### src/rtl/mem_stage_if.sv
// mem_stage_if: bundles every signal of the memory-access stage except clk/reset.
//   ex_*        : instruction presented by the execute stage (held while stall=1)
//   stall       : upstream hold request
//   d_*         : data-memory request/acknowledge bus
//   wb_valid, d_data_read, res, PC, opcode, rd, misaligned : MEM/WB register
// master: the memory stage itself; slave: its environment (EX, memory, WB).
interface mem_stage_if;
  logic        ex_valid;
  logic [6:0]  ex_opcode;
  logic [2:0]  ex_funct3;
  logic [31:0] ex_res;
  logic [31:0] ex_rs2;
  logic [31:0] ex_pc;
  logic [4:0]  ex_rd;

  logic        stall;

  logic        d_req;
  logic [31:0] d_address;
  logic [3:0]  d_we;
  logic [31:0] d_data_write;
  logic        d_ack;
  logic [31:0] d_data_in;

  logic        wb_valid;
  logic [31:0] d_data_read;
  logic [31:0] res;
  logic [31:0] PC;
  logic [6:0]  opcode;
  logic [4:0]  rd;
  logic        misaligned;

  modport master (
    input  ex_valid, ex_opcode, ex_funct3, ex_res, ex_rs2, ex_pc, ex_rd,
    input  d_ack, d_data_in,
    output stall, d_req, d_address, d_we, d_data_write,
    output wb_valid, d_data_read, res, PC, opcode, rd, misaligned
  );

  modport slave (
    output ex_valid, ex_opcode, ex_funct3, ex_res, ex_rs2, ex_pc, ex_rd,
    output d_ack, d_data_in,
    input  stall, d_req, d_address, d_we, d_data_write,
    input  wb_valid, d_data_read, res, PC, opcode, rd, misaligned
  );
endinterface

### src/rtl/mem_stage.sv
// mem_stage: RV32I memory-access stage. Issues loads/stores to data memory over
// a req/ack handshake, lane-aligns store data, extracts and extends load data
// and registers the result into the MEM/WB register.
//   clk   : pipeline clock
//   reset : asynchronous, active-high
//   bus   : mem_stage_if.master (EX inputs, stall, data-memory bus, MEM/WB outputs)
module mem_stage (
  input  logic         clk,
  input  logic         reset,
  mem_stage_if.master  bus
);

  localparam logic [6:0] OPC_LOAD  = 7'b0000011;
  localparam logic [6:0] OPC_STORE = 7'b0100011;

  typedef enum logic {IDLE = 1'b0, WAIT = 1'b1} state_t;

  state_t      state_q;
  logic        wb_valid_q;
  logic [31:0] rdata_q, res_q, pc_q;
  logic [6:0]  opcode_q;
  logic [4:0]  rd_q;
  logic        mis_q;

  logic        is_load, is_store, is_mem, bad, req_new, d_req;
  logic [1:0]  a_lo;
  logic [31:0] rdata_d;
  logic [4:0]  rd_d;
  logic        mis_d;

  // Misaligned addresses and undefined funct3 encodings both make the access
  // unperformable; they are reported the same way.
  function automatic logic access_bad(input logic ld, input logic st,
                                      input logic [2:0] f3, input logic [1:0] a);
    logic b;
    b = 1'b0;
    if (ld) begin
      case (f3)
        3'b000, 3'b100: b = 1'b0;
        3'b001, 3'b101: b = a[0];
        3'b010:         b = (a != 2'b00);
        default:        b = 1'b1;
      endcase
    end else if (st) begin
      case (f3)
        3'b000:  b = 1'b0;
        3'b001:  b = a[0];
        3'b010:  b = (a != 2'b00);
        default: b = 1'b1;
      endcase
    end
    return b;
  endfunction

  function automatic logic [31:0] load_align(input logic [2:0] f3, input logic [1:0] a,
                                             input logic [31:0] w);
    logic [31:0]        sh;
    logic signed [7:0]  b;
    logic signed [15:0] h;
    logic [31:0]        r;
    sh = w >> {a, 3'b000};
    b  = sh[7:0];
    h  = sh[15:0];
    case (f3)
      3'b000:  r = 32'(b);
      3'b001:  r = 32'(h);
      3'b100:  r = {24'd0, sh[7:0]};
      3'b101:  r = {16'd0, sh[15:0]};
      default: r = w;
    endcase
    return r;
  endfunction

  function automatic logic [3:0] store_we(input logic [2:0] f3, input logic [1:0] a);
    logic [3:0] we;
    case (f3)
      3'b000:  we = 4'b0001 << a;
      3'b001:  we = 4'b0011 << a;
      3'b010:  we = 4'b1111;
      default: we = 4'b0000;
    endcase
    return we;
  endfunction

  function automatic logic [31:0] store_data(input logic [2:0] f3, input logic [31:0] d);
    logic [31:0] r;
    case (f3)
      3'b000:  r = {4{d[7:0]}};
      3'b001:  r = {2{d[15:0]}};
      default: r = d;
    endcase
    return r;
  endfunction

  // Request decode (combinational, from the held EX inputs)
  always_comb begin
    a_lo     = bus.ex_res[1:0];
    is_load  = (bus.ex_opcode == OPC_LOAD);
    is_store = (bus.ex_opcode == OPC_STORE);
    is_mem   = is_load | is_store;
    bad      = access_bad(is_load, is_store, bus.ex_funct3, a_lo);
    req_new  = bus.ex_valid & is_mem & ~bad;
  end

  // Reset gates the request immediately so an outstanding transaction is
  // abandoned in the same cycle, not at the next edge.
  assign d_req            = ~reset & ((state_q == WAIT) | ((state_q == IDLE) & req_new));
  assign bus.d_req        = d_req;
  assign bus.stall        = d_req;
  assign bus.d_address    = {bus.ex_res[31:2], 2'b00};
  assign bus.d_we         = (d_req & is_store) ? store_we(bus.ex_funct3, a_lo) : 4'b0000;
  assign bus.d_data_write = store_data(bus.ex_funct3, bus.ex_rs2);

  // MEM/WB next values
  always_comb begin
    mis_d   = is_mem & bad;
    rd_d    = mis_d ? 5'd0 : bus.ex_rd;
    rdata_d = (is_load & ~bad) ? load_align(bus.ex_funct3, a_lo, bus.d_data_in) : 32'd0;
  end

  // MEM/WB register and handshake state
  always_ff @(posedge clk or posedge reset) begin
    if (reset) begin
      state_q    <= IDLE;
      wb_valid_q <= 1'b0;
      rdata_q    <= 32'd0;
      res_q      <= 32'd0;
      pc_q       <= 32'd0;
      opcode_q   <= 7'd0;
      rd_q       <= 5'd0;
      mis_q      <= 1'b0;
    end else begin
      case (state_q)
        IDLE: begin
          if (!bus.ex_valid) begin
            wb_valid_q <= 1'b0;
          end else if (req_new && !bus.d_ack) begin
            wb_valid_q <= 1'b0;
            state_q    <= WAIT;
          end else begin
            wb_valid_q <= 1'b1;
            rdata_q    <= rdata_d;
            res_q      <= bus.ex_res;
            pc_q       <= bus.ex_pc;
            opcode_q   <= bus.ex_opcode;
            rd_q       <= rd_d;
            mis_q      <= mis_d;
          end
        end
        WAIT: begin
          if (bus.d_ack) begin
            wb_valid_q <= 1'b1;
            rdata_q    <= rdata_d;
            res_q      <= bus.ex_res;
            pc_q       <= bus.ex_pc;
            opcode_q   <= bus.ex_opcode;
            rd_q       <= rd_d;
            mis_q      <= mis_d;
            state_q    <= IDLE;
          end else begin
            // Nothing retires while the access is outstanding.
            wb_valid_q <= 1'b0;
          end
        end
        default: state_q <= IDLE;
      endcase
    end
  end

  assign bus.wb_valid    = wb_valid_q;
  assign bus.d_data_read = rdata_q;
  assign bus.res         = res_q;
  assign bus.PC          = pc_q;
  assign bus.opcode      = opcode_q;
  assign bus.rd          = rd_q;
  assign bus.misaligned  = mis_q;

endmodule

### src/flat_wrapper.sv
// flat-port wrapper written by rule: the top's interface ports become plain ports
module mem_stage_flat 
  (clk, reset, bus_ex_valid, bus_ex_opcode, bus_ex_funct3, bus_ex_res, bus_ex_rs2, bus_ex_pc, bus_ex_rd, bus_d_ack, bus_d_data_in, bus_stall, bus_d_req, bus_d_address, bus_d_we, bus_d_data_write, bus_wb_valid, bus_d_data_read, bus_res, bus_PC, bus_opcode, bus_rd, bus_misaligned);
  mem_stage_if bus_i ();
  input  logic clk;
  input  logic reset;
  input wire logic [$bits(bus_i.ex_valid)-1:0] bus_ex_valid;
  input wire logic [$bits(bus_i.ex_opcode)-1:0] bus_ex_opcode;
  input wire logic [$bits(bus_i.ex_funct3)-1:0] bus_ex_funct3;
  input wire logic [$bits(bus_i.ex_res)-1:0] bus_ex_res;
  input wire logic [$bits(bus_i.ex_rs2)-1:0] bus_ex_rs2;
  input wire logic [$bits(bus_i.ex_pc)-1:0] bus_ex_pc;
  input wire logic [$bits(bus_i.ex_rd)-1:0] bus_ex_rd;
  input wire logic [$bits(bus_i.d_ack)-1:0] bus_d_ack;
  input wire logic [$bits(bus_i.d_data_in)-1:0] bus_d_data_in;
  output wire logic [$bits(bus_i.stall)-1:0] bus_stall;
  output wire logic [$bits(bus_i.d_req)-1:0] bus_d_req;
  output wire logic [$bits(bus_i.d_address)-1:0] bus_d_address;
  output wire logic [$bits(bus_i.d_we)-1:0] bus_d_we;
  output wire logic [$bits(bus_i.d_data_write)-1:0] bus_d_data_write;
  output wire logic [$bits(bus_i.wb_valid)-1:0] bus_wb_valid;
  output wire logic [$bits(bus_i.d_data_read)-1:0] bus_d_data_read;
  output wire logic [$bits(bus_i.res)-1:0] bus_res;
  output wire logic [$bits(bus_i.PC)-1:0] bus_PC;
  output wire logic [$bits(bus_i.opcode)-1:0] bus_opcode;
  output wire logic [$bits(bus_i.rd)-1:0] bus_rd;
  output wire logic [$bits(bus_i.misaligned)-1:0] bus_misaligned;
  assign bus_i.ex_valid = bus_ex_valid;
  assign bus_i.ex_opcode = bus_ex_opcode;
  assign bus_i.ex_funct3 = bus_ex_funct3;
  assign bus_i.ex_res = bus_ex_res;
  assign bus_i.ex_rs2 = bus_ex_rs2;
  assign bus_i.ex_pc = bus_ex_pc;
  assign bus_i.ex_rd = bus_ex_rd;
  assign bus_i.d_ack = bus_d_ack;
  assign bus_i.d_data_in = bus_d_data_in;
  assign bus_stall = bus_i.stall;
  assign bus_d_req = bus_i.d_req;
  assign bus_d_address = bus_i.d_address;
  assign bus_d_we = bus_i.d_we;
  assign bus_d_data_write = bus_i.d_data_write;
  assign bus_wb_valid = bus_i.wb_valid;
  assign bus_d_data_read = bus_i.d_data_read;
  assign bus_res = bus_i.res;
  assign bus_PC = bus_i.PC;
  assign bus_opcode = bus_i.opcode;
  assign bus_rd = bus_i.rd;
  assign bus_misaligned = bus_i.misaligned;
  mem_stage u_core (.clk(clk), .reset(reset), .bus(bus_i));
endmodule
### config.mk
export PLATFORM = sky130hd
export DESIGN_NAME = mem_stage_flat
export DESIGN_NICKNAME = d
export VERILOG_FILES = /design/src/rtl/mem_stage_if.sv /design/src/rtl/mem_stage.sv /design/src/flat_wrapper.sv
export SDC_FILE = /design/constraint.sdc
export NUM_CORES = 1
export LEC_CHECK = 0
export CAP_MARGIN = 40
export CELL_PAD_IN_SITES_DETAIL_PLACEMENT = 0
export CELL_PAD_IN_SITES_GLOBAL_PLACEMENT = 1
export CORE_MARGIN = 1.5
export CORE_UTILIZATION = 29
export DETAILED_ROUTE_END_ITERATION = 12
export PLACE_DENSITY_LB_ADDON = 0.15
export SYNTH_ARGS = -nofsm -noshare
export SYNTH_HDL_FRONTEND = slang
export SYNTH_SLANG_ARGS = --single-unit
### constraint.sdc
create_clock -name clk -period 4.13 [get_ports clk]
set_clock_uncertainty 0.1 [all_clocks]
set_input_delay 0.826 -clock clk [delete_from_list [all_inputs] [get_ports clk]]
set_output_delay 0.826 -clock clk [all_outputs]
set_load 0.005 [all_outputs]
==> impl_metrics.ini <==
[outcome]
status = complete, no violations

[clock_network]
cts_hold_buf = 0
cts_root_buf = clkbuf_16
cts_tree = yes
clockBufferDepth = 2
path_clk_slew_ns = 0.07
h-tree-depth = 3
insertion_delay_ns = 0.34
postCtsSetupBuffers = 0
cts.sinks = 111
ctsResizeCount = 0
cts_inserted_buffers = 9

[finish]
layout_common_cells = clkdlybuf4s50_1 (324), dfrtp_1 (111), mux2_2 (58), o21ai_0 (56)
drive_gt1_share_pct = 17.4
finish.utilization_pct = 48.4
fillers = 1800
nets = 936
antenna_cells = 0
design_area_um2 = 9470
layout_commonest_cell = clkdlybuf4s50_1
area_growth_pct = 62.1

[floorplanning]
die_h_um = 145
fp.dieW_um = 145
start_util_pct = 29.8
core_um2 = 19600
row_count = 51
io_pins = 327
dieArea_um2 = 21000

[drt]
drtPass1Iterations = 4
viasPerCell = 4.83
vias = 5110
drt_iter0_markers = 229
ant_nets = 0
drc = 0
wl_um = 20000
avgRoutedWirePerCell_um = 18.9

[critical_path]
critPathTopFamily = buffers and inverters
crit_top_cell = clkdlybuf4s50_1
end_kind = output port
cpPeakStageDelay_ns = 0.55
path_cells = clkdlybuf4s50_1 > or4_4 > a21boi_2 > o2111ai_2 > buf_4 > a21oi_1 > clkdlybuf4s50_1
critPathKind = in2out
crit_slowest_cell = or4_4
cp.arrival_ns = 3.06
critPathMaxFanout = 3
critPathRequiredTime_ns = 3.20
start_kind = primary input
cp_num_buf_inv = 3

[global_route]
grt_antenna_before_repair = 0
grt_pass1_vias = 5286
grt.total_usage_pct = 18.9
grt_pass1_wl_um = 31100
grt_remaining_overflow = 0
grt_max_degree = 68

[sta]
drv_slew = 0
max_freq_mhz = 251
fin_ws_ns = 0.144
worst_pin_slew_ns = 0.614
hold_viol = 0
setup_violations = 0
fin_tns_setup_ns = 0
fin_crit_ns = 3.99
relSlewSlack_pct = 59.0
rsz0062_at_grt = false
fin_crit_sh_pct = 96.5

[power]
ir_worst_vdd_mv = 0.152
p_leak_nw = 3.81
power_frac_comb_pct = 25.3
p_sw_share_pct = 25.3
clkPwrFrac_pct = 31.8
powerDensity_nw_per_um2 = 296
p_int_mw = 2.09
p_switching_uw = 708
power_frac_seq_pct = 42.9

[synth]
yosys_warnings = 0
synth_compound_area_share_pct = 16.4
syn-cell-area_um2 = 5850
synth-seq-cells = 111
syn_avg_cell_area_um2 = 11.5
yosysUniqueCellTypes = 46
syn_inst = 510
synthXorXnorAreaFrac_pct = 0
synth_fa_ha_area_share_pct = 0
synthMuxAreaShare_pct = 22.3
synthSimpleGateAreaFrac_pct = 4.86
ys_seq_area_share_pct = 47.5
synth_top_family_by_area = multiplexers

[worst_hold_path]
hp-class = reg2reg

[placed_design]
hpwl_um = 15200
pre_cts_slack_ns = 0.0305
portBuffers = 324
place.gp.congestion = 0.797
dpl-instance-area_um2 = 9160

[run]
max_cap_viol_count = 0
[worst paths after layout]
check	startpoint	endpoint	slack, ns	depth (start not counted)
min reg2reg	u_core.bus.misaligned	u_core.bus.misaligned	0.40	1
max reg2reg	u_core.state_q	u_core.bus.PC[8]	2.12	5
min in group asynchronous	reset	u_core.bus.d_data_read[17]	0.90	2
max	bus_ex_res[0]	bus_d_we[0]	0.14	7
max in group asynchronous	reset	u_core.bus.opcode[5]	2.25	3
min	u_core.bus.misaligned	u_core.bus.misaligned	0.40	1
[metal layers]
metal	wire length [µm]	global-route usage, %	share of wire (%)
met1	8580	24.0	43
met2	9690	31.1	48
met3	1590	5.82	7.9
met4	144	4.43	0.72
met5	0	0	0
[cells in the mapped netlist, drive strengths merged]
| master | number | area [µm²] |
|---|---|---|
| dfrtp | 111 | 2780 |
| mux2 | 87 | 1090 |
| o21ai | 57 | 285 |
| buf | 54 | 403 |
| a21oi | 29 | 145 |
| clkbuf | 27 | 101 |
| o31ai | 23 | 173 |
| nor2 | 21 | 78.8 |
| mux2i | 19 | 190 |
| nand2 | 10 | 37.5 |
| o221ai | 8 | 70.1 |
| a2bb2oi | 7 | 61.3 |
| nor2b | 5 | 31.3 |
| a221oi | 4 | 35.0 |
| inv | 4 | 15.0 |
| o2bb2ai | 4 | 35.0 |
| or2 | 4 | 25.0 |
| a21o | 3 | 22.5 |
| nand2b | 3 | 18.8 |
| nand3b | 3 | 22.5 |
| nor3 | 3 | 15.0 |
| o2111ai | 3 | 26.3 |
| o211ai | 3 | 22.5 |
| a211oi | 2 | 15.0 |
| nand3 | 2 | 10.0 |
| a2111oi | 1 | 15.0 |
| a21boi | 1 | 7.51 |
| a221o | 1 | 10.0 |
| a311oi | 1 | 8.76 |
| and2 | 1 | 6.26 |
| conb | 1 | 3.75 |
| mux4 | 1 | 22.5 |
| nand4bb | 1 | 11.3 |
| nor4 | 1 | 6.26 |
| nor4bb | 1 | 10.0 |
| o311a | 1 | 10.0 |
| o311ai | 1 | 8.76 |
| o32ai | 1 | 8.76 |
| or4 | 1 | 11.3 |
[cell type report]
cell class / count / area [µm²] / share of cell area [%]
clock inverters: 5 / 66.3 / 0.700
multi-input cells: 315 / 2600 / 27.4
well taps: 265 / 332 / 3.50
flip-flops and latches: 111 / 2780 / 29.3
clock buffers: 11 / 233 / 2.46
inverters: 4 / 18.8 / 0.198
repair buffers: 348 / 3450 / 36.4
[kinds of logic (layout without fill, tap and decap cells)]
kind of cell	count (synthesis)	after routing
AOI/OAI and AO/OA	150	150
DFF	111	111
muxes	107	107
buffers and inverters	85	368
and+or+nand+nor	56	56
other	1	2
[metrics by stage]
step	std cells	total power, mW	hold WS [ns]
after floorplan	511	1.50	0.374
final	1059	2.80	0.399
after detailed placement	1043	1.94	0.383
after CTS	1059	2.85	0.399
after global routing	1059	2.95	0.423
after global placement	1043	1.93	0.364
[sequential cells by signal, summed over array words and instances (netlist names)]
| signal | cells |
|---|---|
| u_core.bus.rd | 5 |
| u_core.bus.wb_valid | 1 |
| u_core.bus.PC | 32 |
| u_core.bus.misaligned | 1 |
| u_core.state_q | 1 |
| u_core.bus.opcode | 7 |
| u_core.bus.res | 32 |
| u_core.bus.d_data_read | 32 |
[power by group through the flow]
stage | registers, mW | clock network, mW | logic, mW
floorplan | 1.23 | 0 | 0.270
global placement | 1.22 | 0 | 0.708
detailed placement | 1.22 | 0 | 0.713
CTS | 1.20 | 0.926 | 0.717
global route | 1.21 | 0.980 | 0.757
finish | 1.20 | 0.891 | 0.709
No activity file was read; power rests on OpenSTA's default activity.
